**src/rtl/bp_pkg.sv**
```systemverilog
// Shared types for the branch-predictor update scheduler.
// No logic; types only.
// No flow control of its own.
package bp_pkg;

    // One resolved branch/jump event as written into the predictor tables.
    typedef struct packed {
        logic [31:0] pc;
        logic [31:0] target;
        logic        taken;
        logic        is_jump;
    } bp_update_t;

    // IDLE: nothing queued; SHARE: queued work but lookups still served;
    // OFFER: head entry owns the table port until accepted.
    typedef enum logic [1:0] {
        IDLE  = 2'd0,
        SHARE = 2'd1,
        OFFER = 2'd2
    } sched_state_e;

endpackage

```
**src/rtl/bp_update_fifo.sv**
```systemverilog
// Circular queue of resolution events, DEPTH entries of bp_update_t.
// Write visible at head one cycle after push; head is a combinational read.
// Caller must not push when full or pop when empty; such requests are ignored.
module bp_update_fifo
    import bp_pkg::*;
#(
    parameter int DEPTH = 4
) (
    input  logic                         clk,
    input  logic                         rst_n,
    input  logic                         push_vld,
    input  bp_update_t                   push_dat,
    input  logic                         pop_vld,
    output bp_update_t                   head_dat,
    output logic [$clog2(DEPTH+1)-1:0]   count,
    output logic                         full,
    output logic                         empty
);

    localparam int PTR_W = $clog2(DEPTH);
    localparam int CNT_W = $clog2(DEPTH + 1);
    localparam logic [CNT_W-1:0] DEPTH_C = CNT_W'(DEPTH);

    bp_update_t             mem_q [DEPTH];
    bp_update_t             mem_d [DEPTH];
    logic [PTR_W-1:0]       wr_ptr_q, wr_ptr_d;
    logic [PTR_W-1:0]       rd_ptr_q, rd_ptr_d;
    logic [CNT_W-1:0]       cnt_q, cnt_d;
    logic                   push_ok;
    logic                   pop_ok;

    assign full     = (cnt_q == DEPTH_C);
    assign empty    = (cnt_q == '0);
    assign count    = cnt_q;
    assign head_dat = mem_q[rd_ptr_q];
    assign push_ok  = push_vld & ~full;
    assign pop_ok   = pop_vld & ~empty;

    // Next pointers, occupancy and storage; pointers wrap naturally at DEPTH (power of 2).
    always_comb begin
        mem_d    = mem_q;
        wr_ptr_d = wr_ptr_q;
        rd_ptr_d = rd_ptr_q;
        cnt_d    = cnt_q;
        if (push_ok) begin
            mem_d[wr_ptr_q] = push_dat;
            wr_ptr_d        = wr_ptr_q + 1'b1;
        end
        if (pop_ok) begin
            rd_ptr_d = rd_ptr_q + 1'b1;
        end
        case ({push_ok, pop_ok})
            2'b10:   cnt_d = cnt_q + 1'b1;
            2'b01:   cnt_d = cnt_q - 1'b1;
            default: cnt_d = cnt_q;
        endcase
    end

    // State registers; storage is cleared so the head reads zero out of reset.
    always_ff @(posedge clk or negedge rst_n) begin
        if (!rst_n) begin
            for (int i = 0; i < DEPTH; i++) begin
                mem_q[i] <= '0;
            end
            wr_ptr_q <= '0;
            rd_ptr_q <= '0;
            cnt_q    <= '0;
        end else begin
            mem_q    <= mem_d;
            wr_ptr_q <= wr_ptr_d;
            rd_ptr_q <= rd_ptr_d;
            cnt_q    <= cnt_d;
        end
    end

endmodule

```
**src/rtl/bp_update_scheduler.sv**
```systemverilog
// Queues EX branch resolutions and shares the predictor table port with fetch lookups.
// Enqueue-to-upd_valid is 2 cycles minimum; lookups may defer an update at most MAX_DEFER grants.
// res_ready drops when the queue is full (events then dropped, overflow_err set); upd_* held until upd_ready.
module bp_update_scheduler
    import bp_pkg::*;
#(
    parameter int DEPTH     = 4,
    parameter int MAX_DEFER = 3
) (
    input  logic                         clk,
    input  logic                         rst_n,
    input  logic                         res_valid,
    input  logic [31:0]                  res_pc,
    input  logic [31:0]                  res_target,
    input  logic                         res_taken,
    input  logic                         res_is_jump,
    output logic                         res_ready,
    input  logic                         lk_valid,
    output logic                         lk_grant,
    output logic                         upd_valid,
    output logic [31:0]                  upd_pc,
    output logic [31:0]                  upd_target,
    output logic                         upd_taken,
    output logic                         upd_is_jump,
    input  logic                         upd_ready,
    output logic [$clog2(DEPTH+1)-1:0]   q_count,
    output logic                         overflow_err
);

    localparam int CNT_W = $clog2(DEPTH + 1);
    localparam int DEF_W = $clog2(MAX_DEFER + 1);
    localparam logic [DEF_W-1:0] DEFER_MAX_C = DEF_W'(MAX_DEFER);
    localparam logic [DEF_W:0]   DEFER_LIM_C = (DEF_W + 1)'(MAX_DEFER);

    sched_state_e       state_q, state_d;
    logic [DEF_W-1:0]   defer_cnt_q, defer_cnt_d;
    logic               overflow_err_q, overflow_err_d;

    bp_update_t         enq_dat;
    bp_update_t         head_dat;
    logic [CNT_W-1:0]   fifo_cnt;
    logic [CNT_W-1:0]   cnt_after;
    logic               fifo_full;
    logic               fifo_empty;
    logic               enq;
    logic               deq;
    logic               defer_hit;

    assign enq_dat = '{pc: res_pc, target: res_target, taken: res_taken, is_jump: res_is_jump};

    bp_update_fifo #(
        .DEPTH (DEPTH)
    ) u_fifo (
        .clk      (clk),
        .rst_n    (rst_n),
        .push_vld (enq),
        .push_dat (enq_dat),
        .pop_vld  (deq),
        .head_dat (head_dat),
        .count    (fifo_cnt),
        .full     (fifo_full),
        .empty    (fifo_empty)
    );

    // Queue handshakes; res_ready ignores a same-cycle dequeue so it depends only on state.
    always_comb begin
        res_ready = rst_n & ~fifo_full;
        enq       = res_valid & res_ready;
        deq       = upd_valid & upd_ready & ~fifo_empty;
        cnt_after = fifo_cnt + CNT_W'(enq) - CNT_W'(deq);
        defer_hit = lk_valid && (({1'b0, defer_cnt_q} + 1'b1) >= DEFER_LIM_C);
    end

    // FSM state register.
    always_ff @(posedge clk or negedge rst_n) begin
        if (!rst_n) begin
            state_q <= IDLE;
        end else begin
            state_q <= state_d;
        end
    end

    // FSM next state: lookups keep the port until idle, deferral bound, or full queue.
    always_comb begin
        state_d = state_q;
        case (state_q)
            IDLE: begin
                if (enq) state_d = SHARE;
            end
            SHARE: begin
                if (!lk_valid || defer_hit || fifo_full) state_d = OFFER;
            end
            OFFER: begin
                if (deq) state_d = (cnt_after != '0) ? SHARE : IDLE;
            end
            default: state_d = IDLE;
        endcase
    end

    // FSM outputs: OFFER owns the table port outright, otherwise fetch gets it on request.
    always_comb begin
        upd_valid = (state_q == OFFER);
        lk_grant  = rst_n & lk_valid & (state_q != OFFER);
    end

    // Head entry is always presented; consumers qualify it with upd_valid.
    always_comb begin
        upd_pc      = head_dat.pc;
        upd_target  = head_dat.target;
        upd_taken   = head_dat.taken;
        upd_is_jump = head_dat.is_jump;
        q_count     = fifo_cnt;
    end

    // Deferral count: grows per granted lookup in SHARE, saturates, cleared on update accept.
    always_comb begin
        defer_cnt_d = defer_cnt_q;
        if ((state_q == OFFER) && deq) begin
            defer_cnt_d = '0;
        end else if ((state_q == SHARE) && lk_valid && (defer_cnt_q != DEFER_MAX_C)) begin
            defer_cnt_d = defer_cnt_q + 1'b1;
        end
    end

    // Sticky drop indicator, only reset clears it.
    always_comb begin
        overflow_err_d = overflow_err_q | (res_valid & ~res_ready);
        overflow_err   = overflow_err_q;
    end

    // Counter and error flag registers.
    always_ff @(posedge clk or negedge rst_n) begin
        if (!rst_n) begin
            defer_cnt_q    <= '0;
            overflow_err_q <= 1'b0;
        end else begin
            defer_cnt_q    <= defer_cnt_d;
            overflow_err_q <= overflow_err_d;
        end
    end

endmodule

```
**config.mk**
```make
export PLATFORM = sky130hd
export DESIGN_NAME = bp_update_scheduler
export DESIGN_NICKNAME = d
export VERILOG_FILES = /design/src/rtl/bp_pkg.sv /design/src/rtl/bp_update_fifo.sv /design/src/rtl/bp_update_scheduler.sv
export SDC_FILE = /design/constraint.sdc
export NUM_CORES = 1
export LEC_CHECK = 0
export ABC_AREA = 1
export BUFFER_PORTS_ARGS = -buffer_cell sky130_fd_sc_hd__clkbuf_2
export CORE_MARGIN = 4
export CORE_UTILIZATION = 58
export DETAILED_ROUTE_END_ITERATION = 6
export MAX_ROUTING_LAYER = met4
export PLACE_DENSITY = 0.79
export SKIP_CTS_REPAIR_TIMING = 1
export SLEW_MARGIN = 20
export SYNTH_ARGS = -nofsm -noshare
export SYNTH_HDL_FRONTEND = slang
export SYNTH_SLANG_ARGS = --single-unit
```
**constraint.sdc**
```tcl
create_clock -name clk -period 2.7 [get_ports clk]
set_input_delay 0.135 -clock clk [delete_from_list [all_inputs] [get_ports clk]]
set_output_delay 0.135 -clock clk [all_outputs]
set_load 0.01 [all_outputs]
```
# After elaboration in Yosys (flattened, before gate mapping)
# Index checks and enable logic that the tools add are counted.
# op_classes
add_sub_neg	8
magnitude_cmp	4
n_eq_ne	10
muxes	14
bitwise_logic	15
n_reduce_logical	14
# ops
op	count
$bwmux W264	1
$mux W66	3
$bmux W66 S2	1
$demux W66 S2	1
$mux W2	5
$and A1 B1 Y1	9
$add A2 B1 Y2 const B	3
$ge A3 B3 Y1 const B	2
$ne A2 B2 Y1 const B	3
$not A2 Y3	2
$pmux W2 S3	1
$pmux W3 S2	1
$logic_and A1 B1 Y1	5
$eq A2 B1 Y1 const B	2
$eq A2 B2 Y1 const B	2
$ne A2 B1 Y1 const B	2
$reduce_bool A2 Y1	2
$add A2 B1 Y3 const B	1
$add A3 B1 Y3	1
$add A3 B1 Y3 const B	1
$eq A3 B3 Y1 const B	1
$ge A3 B2 Y1 const B	1
$logic_not A3 Y1	1
$lt A3 B1 Y1 const B	1
10 further kinds	13
# totals
reg_bits	276
input_bits	71
out_inout_bits	73
elab_cells	87

# Depth between registers and ports, before layout
# Gate-level depths: netlist of the first run.
# logic_depth
depth_word	10
mapped_depth	15
mapped_depth_nobuf	15

# Modules after synthesis
# Synthesis of the first run repeated with hierarchy kept, for this count alone.
# hier_totals
hier_cells	1727
area_unflattened_um2	13738.2
# modules_own_cells
mod	n_inst	cells_per_inst	area_per_inst_um2	seq_area_each_um2
bp_update_fifo	1	1670	13331.5	6781.5
bp_update_scheduler	1	57	406.6	125.1

# Worst setup path after synthesis of the first run
# Ideal clock, no wire load.
# synth_timing
path_kind	register to register
startpoint	register u_fifo.cnt_q[1] (netlist: u_fifo.count[1])
endpoint	register state_q[0]
setup_time_ns	0.117
arrival_ns	2.067
t_required_ns	2.583
path_slack_ns	0.516
stages_incl_launch_ff	15
n_path_buf	0
period_less_slack_ns	2.184
path_cell_list	dfrtp_1 > inv_2 > nand3_1 > nand2_1 > inv_1 > ha_1 > inv_1 > ha_1 > inv_1 > fa_1 > nand2_1 > nor2_1 > nand3_1 > nand3_1 > nand2_1
# synth_between
elab_chain_len	10
elab_cells_between_ends	18
classes_between	2 x add/sub; 4 x eq/ne; 3 x mux; 5 x bitwise; 4 x reduce/logical
# synth_rtl
element	line	text
start, declared	bp_update_fifo.sv:28	logic [CNT_W-1:0] cnt_q, cnt_d;
start signal, assigned	bp_update_fifo.sv:72	cnt_q <= cnt_d;
$eq A3 B3 Y1	bp_update_fifo.sv:32	assign full = (cnt_q == DEPTH_C);
$not A1 Y1	bp_update_scheduler.sv:67	res_ready = rst_n & ~fifo_full;
$and A1 B1 Y1	bp_update_scheduler.sv:67	
$and A1 B1 Y1	bp_update_scheduler.sv:68	enq = res_valid & res_ready;
$add A3 B1 Y3	bp_update_scheduler.sv:70	cnt_after = fifo_cnt + CNT_W'(enq) - CNT_W'(deq);
$sub A3 B1 Y3	bp_update_scheduler.sv:70	
$reduce_bool A3 Y1	bp_update_scheduler.sv:94	if (deq) state_d = (cnt_after != '0) ? SHARE : IDLE;
$mux W1	bp_update_scheduler.sv:94	
$mux W2	bp_update_scheduler.sv:94	
$pmux W2 S3	bp_update_scheduler.sv:86	case (state_q)
end signal, assigned	bp_update_scheduler.sv:79	state_q <= state_d;
end, declared	bp_update_scheduler.sv:35	sched_state_e state_q, state_d;
# Several ways; a longest one is shown, not always the timed one. The select of a mux whose other input is x is not followed.
# A chain may end at the register's enable or synchronous reset.

# Final worst setup path of the first run
# layout_timing
startpoint	register u_fifo.rd_ptr_q[1]
endpoint	output upd_target[28]
# layout_between
elab_chain_len	4
# layout_rtl
element	line	text
start, declared	bp_update_fifo.sv:27	logic [PTR_W-1:0] rd_ptr_q, rd_ptr_d;
start signal, assigned	bp_update_fifo.sv:71	rd_ptr_q <= rd_ptr_d;
$not A2 Y3 (implied by the code)	bp_update_fifo.sv:35	assign head_dat = mem_q[rd_ptr_q];
$bmux W66 S2	bp_update_fifo.sv:35	
$mux W66 (implied by the code) (2 in a row)	bp_update_fifo.sv:35	
end, declared	bp_update_scheduler.sv:22	output logic [31:0] upd_target,
# Every way passes these cells. The select of a mux whose other input is x is not followed.

==> parameters.txt, run 1 <==
Parameter                              Value

Pwr
  Total power consumption of the routed design    8740 uW
  Power density over the cells    594 mW/mm2
  Maximum VDD drop    between 0.4 and 0.5 mV
  Static leakage    0.00740 uW

Cells and area
  Number of fill cells    1640
  Final Non-Filler Cells    1840
  Number of nets at the end of the flow    1624
  Area added between synthesis and finish    19.6%
  Layout cell share with drive strength beyond 1    16.2%

Critical path
  Critical path startpoint category    flop
  Crit-path slowest cell    sky130_fd_sc_hd__dfrtp_2
  Worst EP arrival    2.30 ns
  Worst setup startpoint    u_fifo.rd_ptr_q[1]
  Total buffers and inverters traversed by the critical path    3
  Classification of the worst setup path    reg2out
  Required time of the worst setup path    2.57 ns
  Slowest stage delay, CP    0.63 ns
  Crit path cell chain    inv_2 > buf_4 > o21ai_0 > o22ai_1 > clkbuf_2
  Critical path endpoint category    output port
  Cell type group with the largest total delay on the critical path    buffers and inverters
  Worst R2R Start    u_fifo.count[1]
  Worst Path Max Fanout    36

GRT
  Initial antenna violation count    1
  M1 GR Usage    34.4%
  Most crowded layer after global routing    met2
  Total GRT Usage    24.6%
  Global Route met3 Usage    3.91%
  Via count of the first global-routing pass    9592
  Global route overflow    0
  First-pass GRT wire length    between 40000 and 50000 um
  Met2 track demand over resource    38.8%
  Largest net degree at the start of global routing    134

Die
  Initial core utilization    58.7%
  CORE AREA    0.0210 mm2
  Die H    roughly 150 um
  Std cell rows    53
  Total I/O pin count    roughly 140
  Area of the die    roughly 0.024 mm2
  Die width    154 um

Routing
  Final Routed Wirelength    29200 um
  Routed length per instance    15.9 um
  Starting DRT DRC Count    902
  Post-route ant nets    0
  Router iterations before antenna repair    5
  Detailed-route via count    10100
  Number of design rule violations left after detail routing    0
  DR vias/cell    5.50

Timing
  Final period utilization    90.2%
  WHS    0.0420 ns
  Setup skew after layout    ~0.014 ns
  Relative slew margins    46.2%
  Fmax achieved    411 MHz
  Summed negative setup slack over all endpoints    0 ns
  Final Hold Vio Count    0
  RSZ-0062 raised after global routing    false
  Final setup violating endpoints    0
  Count of final max-slew check failures    0
  Transition time at the pin with the least slew margin    0.807 ns
  Shortest period the worst path allows    2.43 ns

Placed design
  Cell Count Post-Placement    around 1700
  Detailed Place HPWL    around 17000 um
  # port buffers    about 140
  Final weighted congestion of routability-driven global placement    0.831

Synth
  Post-Synthesis Cell Area    around 0.012 mm2
  Dominant cell type by area after synthesis    sky130_fd_sc_hd__dfrtp_1
  Share of Yosys cell area claimed by the top area cell type    56.1%
  Mean cell area of the mapped netlist    8.91 um2
  Fraction of the yosys area taken by sequential cells    56.1%
  Warning count from the yosys run    0
  Number of synthesized register bits    276
  Synth area leaders    sky130_fd_sc_hd__dfrtp_1, sky130_fd_sc_hd__o21ai_0, sky130_fd_sc_hd__nand2_1
  Gate Count Post-Synth    1381
  Net count after synthesis    1463
  Post-synth cell types    24

CTS
  Max H-tree Level    1
  CTS sink cnt    276
  Buffer cell driving the clock tree root    sky130_fd_sc_hd__clkbuf_16
  Clock slew at reported path FFs    ~0.060 ns
  Deepest clock path buffer count    3
  Clock latency at the later pin of the worst-skew pair    0.53 ns
  CTS Buf Count    29
  Clock tree from TritonCTS    built

Worst hold path
  Type of the most critical hold path    in2reg
  Hold_sp    lk_valid

Status
  Run status    completed

Flow run
  Number of maximum-capacitance violations    0
## final timing paths
| path | depth (start not counted) | slack (ns) | to |
|---|---|---|---|
| max | 5 | 0.27 | upd_target[28] |
| min | 5 | 0.04 | defer_cnt_q[0] |
| max reg2reg | 14 | 0.37 | state_q[0] |
| min reg2reg | 1 | 0.47 | overflow_err |
| max in group asynchronous | 3 | 1.53 | u_fifo.mem_q[188] |
| min in group asynchronous | 2 | 0.06 | u_fifo.mem_q[39] |
## Yosys cell counts, drive strengths merged
cell type / number
nand3: 8
o22ai: 67
clkbuf: 53
a21oi: 3
fa: 2
o21ai: 401
nand2: 282
inv: 88
buf: 46
xor2: 3
nor3: 1
ha: 9
dfrtp: 276
xnor2: 1
a21o: 1
nor2: 140
## sequential cells by signal, summed over array words and instances (netlist names)
register	count
u_fifo.wr_ptr_q	2
defer_cnt_q	2
overflow_err	1
state_q	2
u_fifo.mem_q	264
u_fifo.count	3
u_fifo.rd_ptr_q	2
## layout make-up
type / count / area, um2 / share of cell area, %
tap: 275 / 344 / 2.34
clock inverter: 17 / 240 / 1.63
clock buffer: 36 / 822 / 5.58
inverter: 88 / 340 / 2.31
timing repair buffer: 229 / 1650 / 11.2
multi-input combinational: 918 / 4410 / 30.0
sequential: 276 / 6910 / 46.9
antenna: 1 / 2.50 / 0.0170
## cell families (layout without fill, tap and decap cells)
group / after synthesis / count (layout) / share of synthesized area [%]
AOI/OAI and AO/OA: 472 / 472 / 20.7
and+or+nand+nor: 431 / 431 / 13.6
DFF: 276 / 276 / 56.1
buffers and inverters: 187 / 370 / 8.06
adders and majority gates: 11 / 11 / 1.24
xor gates and xnor gates: 4 / 4 / 0.285
other: 0 / 1 / 0
## power breakdown
part	switching (uW)	internal (uW)	leakage (uW)	total (uW)
Combinational	169	114	0.00304	284
Sequential	0.0000000000000204	4140	0.00383	4140
Clock	1600	2720	0.000528	4320
Total	1770	6970	0.00740	8740
## stage by stage
step           utilization [%]  cell area (um2)  setup slack (ns)
2_1_floorplan                -            12300             0.516
3_3_place_gp              61.9            13000             0.436
3_5_place_dp              61.9            13000             0.361
4_1_cts                   67.0            14000             0.295
5_1_grt                   70.3            14700             0.192
6_report                  70.3            14700             0.266
## layout by cell type, fill, tap and decap left out, types with 26 or more instances in the layout
cell                            count
sky130_fd_sc_hd__clkbuf_16         29
sky130_fd_sc_hd__clkbuf_2         142
sky130_fd_sc_hd__dfrtp_1          274
sky130_fd_sc_hd__dlygate4sd3_1     68
sky130_fd_sc_hd__inv_1             83
sky130_fd_sc_hd__nand2_1          278
sky130_fd_sc_hd__nor2_1           140
sky130_fd_sc_hd__o21ai_0          337
sky130_fd_sc_hd__o21ai_1           38
sky130_fd_sc_hd__o21ai_2           26
sky130_fd_sc_hd__o22ai_1           67
## metal layers
layer | wire length, um | vias to the layer above
li1 | - | 4896
met1 | 12700 | 4878
met2 | 14100 | 303
met3 | 1840 | 43
met4 | 516 | 0
met5 | 0 | -
## worst register-to-register path, stage by stage, from the launching register on
cell and delay, ns:
sky130_fd_sc_hd__dfrtp_1 0.45, sky130_fd_sc_hd__inv_2 0.13, sky130_fd_sc_hd__nand3_1 0.08, sky130_fd_sc_hd__nand2_1 0.16
sky130_fd_sc_hd__inv_1 0.06, sky130_fd_sc_hd__ha_1 0.27, sky130_fd_sc_hd__inv_1 0.05, sky130_fd_sc_hd__ha_1 0.13
sky130_fd_sc_hd__inv_1 0.05, sky130_fd_sc_hd__fa_1 0.48, sky130_fd_sc_hd__nand2_1 0.06, sky130_fd_sc_hd__nor2_1 0.08
sky130_fd_sc_hd__nand3_1 0.09, sky130_fd_sc_hd__nand3_1 0.09, sky130_fd_sc_hd__nand2_1 0.05
Power figures use the tool's default switching activity.
==> inputs of run 2 (changes only) <==
--- a/config.mk
+++ b/config.mk
@@ -7,11 +7,14 @@
 export LEC_CHECK = 0
 export ABC_AREA = 1
 export BUFFER_PORTS_ARGS = -buffer_cell sky130_fd_sc_hd__clkbuf_2
+export CELL_PAD_IN_SITES_DETAIL_PLACEMENT = 1
+export CELL_PAD_IN_SITES_GLOBAL_PLACEMENT = 2
 export CORE_MARGIN = 4
-export CORE_UTILIZATION = 58
+export CORE_UTILIZATION = 36
+export CTS_CLUSTER_SIZE = 16
 export DETAILED_ROUTE_END_ITERATION = 6
 export MAX_ROUTING_LAYER = met4
-export PLACE_DENSITY = 0.79
+export PLACE_DENSITY_LB_ADDON = 0.1
 export SKIP_CTS_REPAIR_TIMING = 1
 export SLEW_MARGIN = 20
 export SYNTH_ARGS = -nofsm -noshare
==> parameters.txt, run 2 (synthesized netlist as in run 1, its figures left out) <==
Parameter                              Value

Critical path
  Critical path endpoint category    output port
  Critical path startpoint category    flop
  Classification of the worst setup path    reg2out
  Endpoint of the most critical register-to-register path    state_q[0]
  Required time of the worst setup path    2.57 ns (about the same)
  Worst reg-to-reg setup slack    0.34 ns (-0.03 ns)
  Destination of the critical timing path    upd_target[0]
  Register-to-Register Path Depth    14 (unchanged)
  Worst Path Max Fanout    112 (+210%)
  Worst setup startpoint    u_fifo.rd_ptr_q[0]
  Worst R2R Start    u_fifo.count[1]
  Worst EP arrival    2.30 ns (about the same)

Die
  Die width    193 um (+26%)
  Total I/O pin count    144 (unchanged)
  Die H    193 um (+26%)
  Initial core utilization    36.6% (-22 points)
  CORE AREA    0.0336 mm2 (+60%)
  Std cell rows    67 (+26%)
  Area of the die    0.0372 mm2 (+58%)

Cells and area
  Layout cell share with drive strength beyond 1    16.2% (-0.021 points)
  Number of nets at the end of the flow    1627 (+0.18%)
  Number of flip-flops under the largest register name    264 (unchanged)
  Most frequent standard cell in the layout excluding fill and tap cells    sky130_fd_sc_hd__o21ai_0
  Number of inserted diodes    0 (-1)
  Area added between synthesis and finish    22.6%
  Register with the most flip-flops    u_fifo.mem_q
  Highest-count cells in the layout ignoring fill and taps    sky130_fd_sc_hd__o21ai_0, sky130_fd_sc_hd__nand2_1, sky130_fd_sc_hd__dfrtp_1

Pwr
  P_sw    1920 uW (+8.1%)
  Power share of the clock group    51.5% (+2.1 points)
  Static leakage    0.00747 uW (+0.97%)
  Switching part of the total power    21.0% (+0.70 points)
  Power share of the sequential group    45.3% (-2.0 points)
  Maximum VDD drop    0.521 mV (+19%)
  Internal Power    7220 uW (+3.6%)
  Power density over the cells    605 mW/mm2 (+1.9%)
  Combinational Power Share    3.2% (about the same)

CTS
  Buffer cell driving the clock tree root    sky130_fd_sc_hd__clkbuf_16
  Clock tree from TritonCTS    built
  Max H-tree Level    2 (+1)
  Deepest clock path buffer count    3 (unchanged)
  CTS Buf Count    34 (+17%)
  Clock latency at the later pin of the worst-skew pair    0.51 ns (-0.02 ns)
  CTS sink cnt    276 (unchanged)
  Clock slew at reported path FFs    0.06 ns (about the same)

Worst hold path
  Type of the most critical hold path    in2reg

Placed design
  Detailed Place HPWL    20500 um (+24%)
  # port buffers    143 (unchanged)
  Final weighted congestion of routability-driven global placement    0.751 (-9.6%)

GRT
  Global route overflow    0 (unchanged)
  Largest net degree at the start of global routing    155 (+16%)
  Initial antenna violation count    0 (-1)
  Total GRT Usage    19.2% (-5.4 points)
  Via count of the first global-routing pass    10200 (+6.7%)
  First-pass GRT wire length    55900 um (+17%)

Timing
  Setup skew after layout    0.0219 ns (+0.00822 ns)
  Final Hold Vio Count    8 (+8)
  RSZ-0062 raised after global routing    false
  Count of final max-slew check failures    0 (unchanged)
  Transition time at the pin with the least slew margin    0.981 ns (+0.175 ns)
  Summed negative setup slack over all endpoints    0 ns (unchanged)
  Fmax achieved    410 MHz (-0.13%)
  Final period utilization    90.3% (+0.12 points)
  WHS    -0.0414 ns (-0.0834 ns)
  Shortest period the worst path allows    2.44 ns (+0.00316 ns)
  Relative slew margins    34.6% (-12 points)
  Final setup violating endpoints    0 (unchanged)

Status
  Run status    finished with violations
  Violations in the final reports    negative hold slack

Routing
  DR vias/cell    4.95 (-9.9%)
  Number of design rule violations left after detail routing    0 (unchanged)
  Routed length per instance    17.3 um (+9.1%)
  Post-route ant nets    0 (unchanged)
  Starting DRT DRC Count    411 (-54%)
  Detailed-route via count    9978 (-1.4%)
  Router iterations before antenna repair    5 (unchanged)
  Final Routed Wirelength    34900 um (+19%)

Flow run
  Number of maximum-capacitance violations    0 (unchanged)
-- run 2: changes by cell type in the layout (fill, tap and decap cells not counted), sizes merged --
cell,change
clkbuf,+18
clkinv,-8
bufinv,-4
dlygate4sd3,-4
buf,+2
clkinvlp,-2
diode,-1
-- run 2: worst min path at each step --
stage                     slack [ns]  cells after the start       start                 to
final                          -0.04                      3  res_pc[11]   u_fifo.mem_q[45]
after global routing           0.004                      3   res_pc[5]  u_fifo.mem_q[237]
after CTS                      -0.51                      1       rst_n  u_fifo.mem_q[168]
after detailed placement        0.03                      1       rst_n  u_fifo.mem_q[172]
after global placement          0.03                      1       rst_n  u_fifo.mem_q[172]
after floorplan                -0.16                      0       rst_n     defer_cnt_q[0]
-- run 2: layout make-up --
class                           instances  area (um2)
Clock buffer                           54        1100
Tap cell                              448         561
Fill cell                            3905       18500
Clock inverter                          3        68.8
Sequential cell                       276        6910
Timing Repair Buffer                  227        1700
Multi-Input combinational cell        918        4410
Inverter                               88         340
-- run 2: power groups by stage --
stage | Sequential, uW | Clock, uW | Combinational [uW]
after global routing | 4130 | 5050 | 335
after global placement | 4210 | 0 | 228
after CTS | 4140 | 4870 | 229
final | 4140 | 4700 | 290
after detailed placement | 4210 | 0 | 227
after floorplan | 4210 | 0 | 45.7
-- run 2: worst max-delay path, cell delays in order (launching register included) --
cell	delay, ns
sky130_fd_sc_hd__dfrtp_4	0.62
sky130_fd_sc_hd__buf_12	0.46
sky130_fd_sc_hd__o21ai_0	0.18
sky130_fd_sc_hd__o22ai_1	0.30
sky130_fd_sc_hd__clkbuf_2	0.20
-- run 2: routing by layer --
layer	track usage, %	share of wire (%)	vias up
met2	31.2	47	127
met3	2.75	3.1	38
met1	26.1	48	4921
met4	3.59	1.4	0
met5	-	0	-
li1	-	-	4892
-- run 2: stage by stage --
stage | utilization (%) | setup slack, ns | instances | power [uW] | instance area (um2)
2_1_floorplan | - | 0.516 | 1381 | 4260 | 12300
3_3_place_gp | 39.5 | 0.388 | 1893 | 4440 | 13300
3_5_place_dp | 39.5 | 0.313 | 1893 | 4440 | 13300
6_report | 44.9 | 0.262 | 2014 | 9130 | 15100
5_1_grt | 44.9 | 0.111 | 2014 | 9520 | 15100
4_1_cts | 43.0 | 0.166 | 1950 | 9230 | 14500
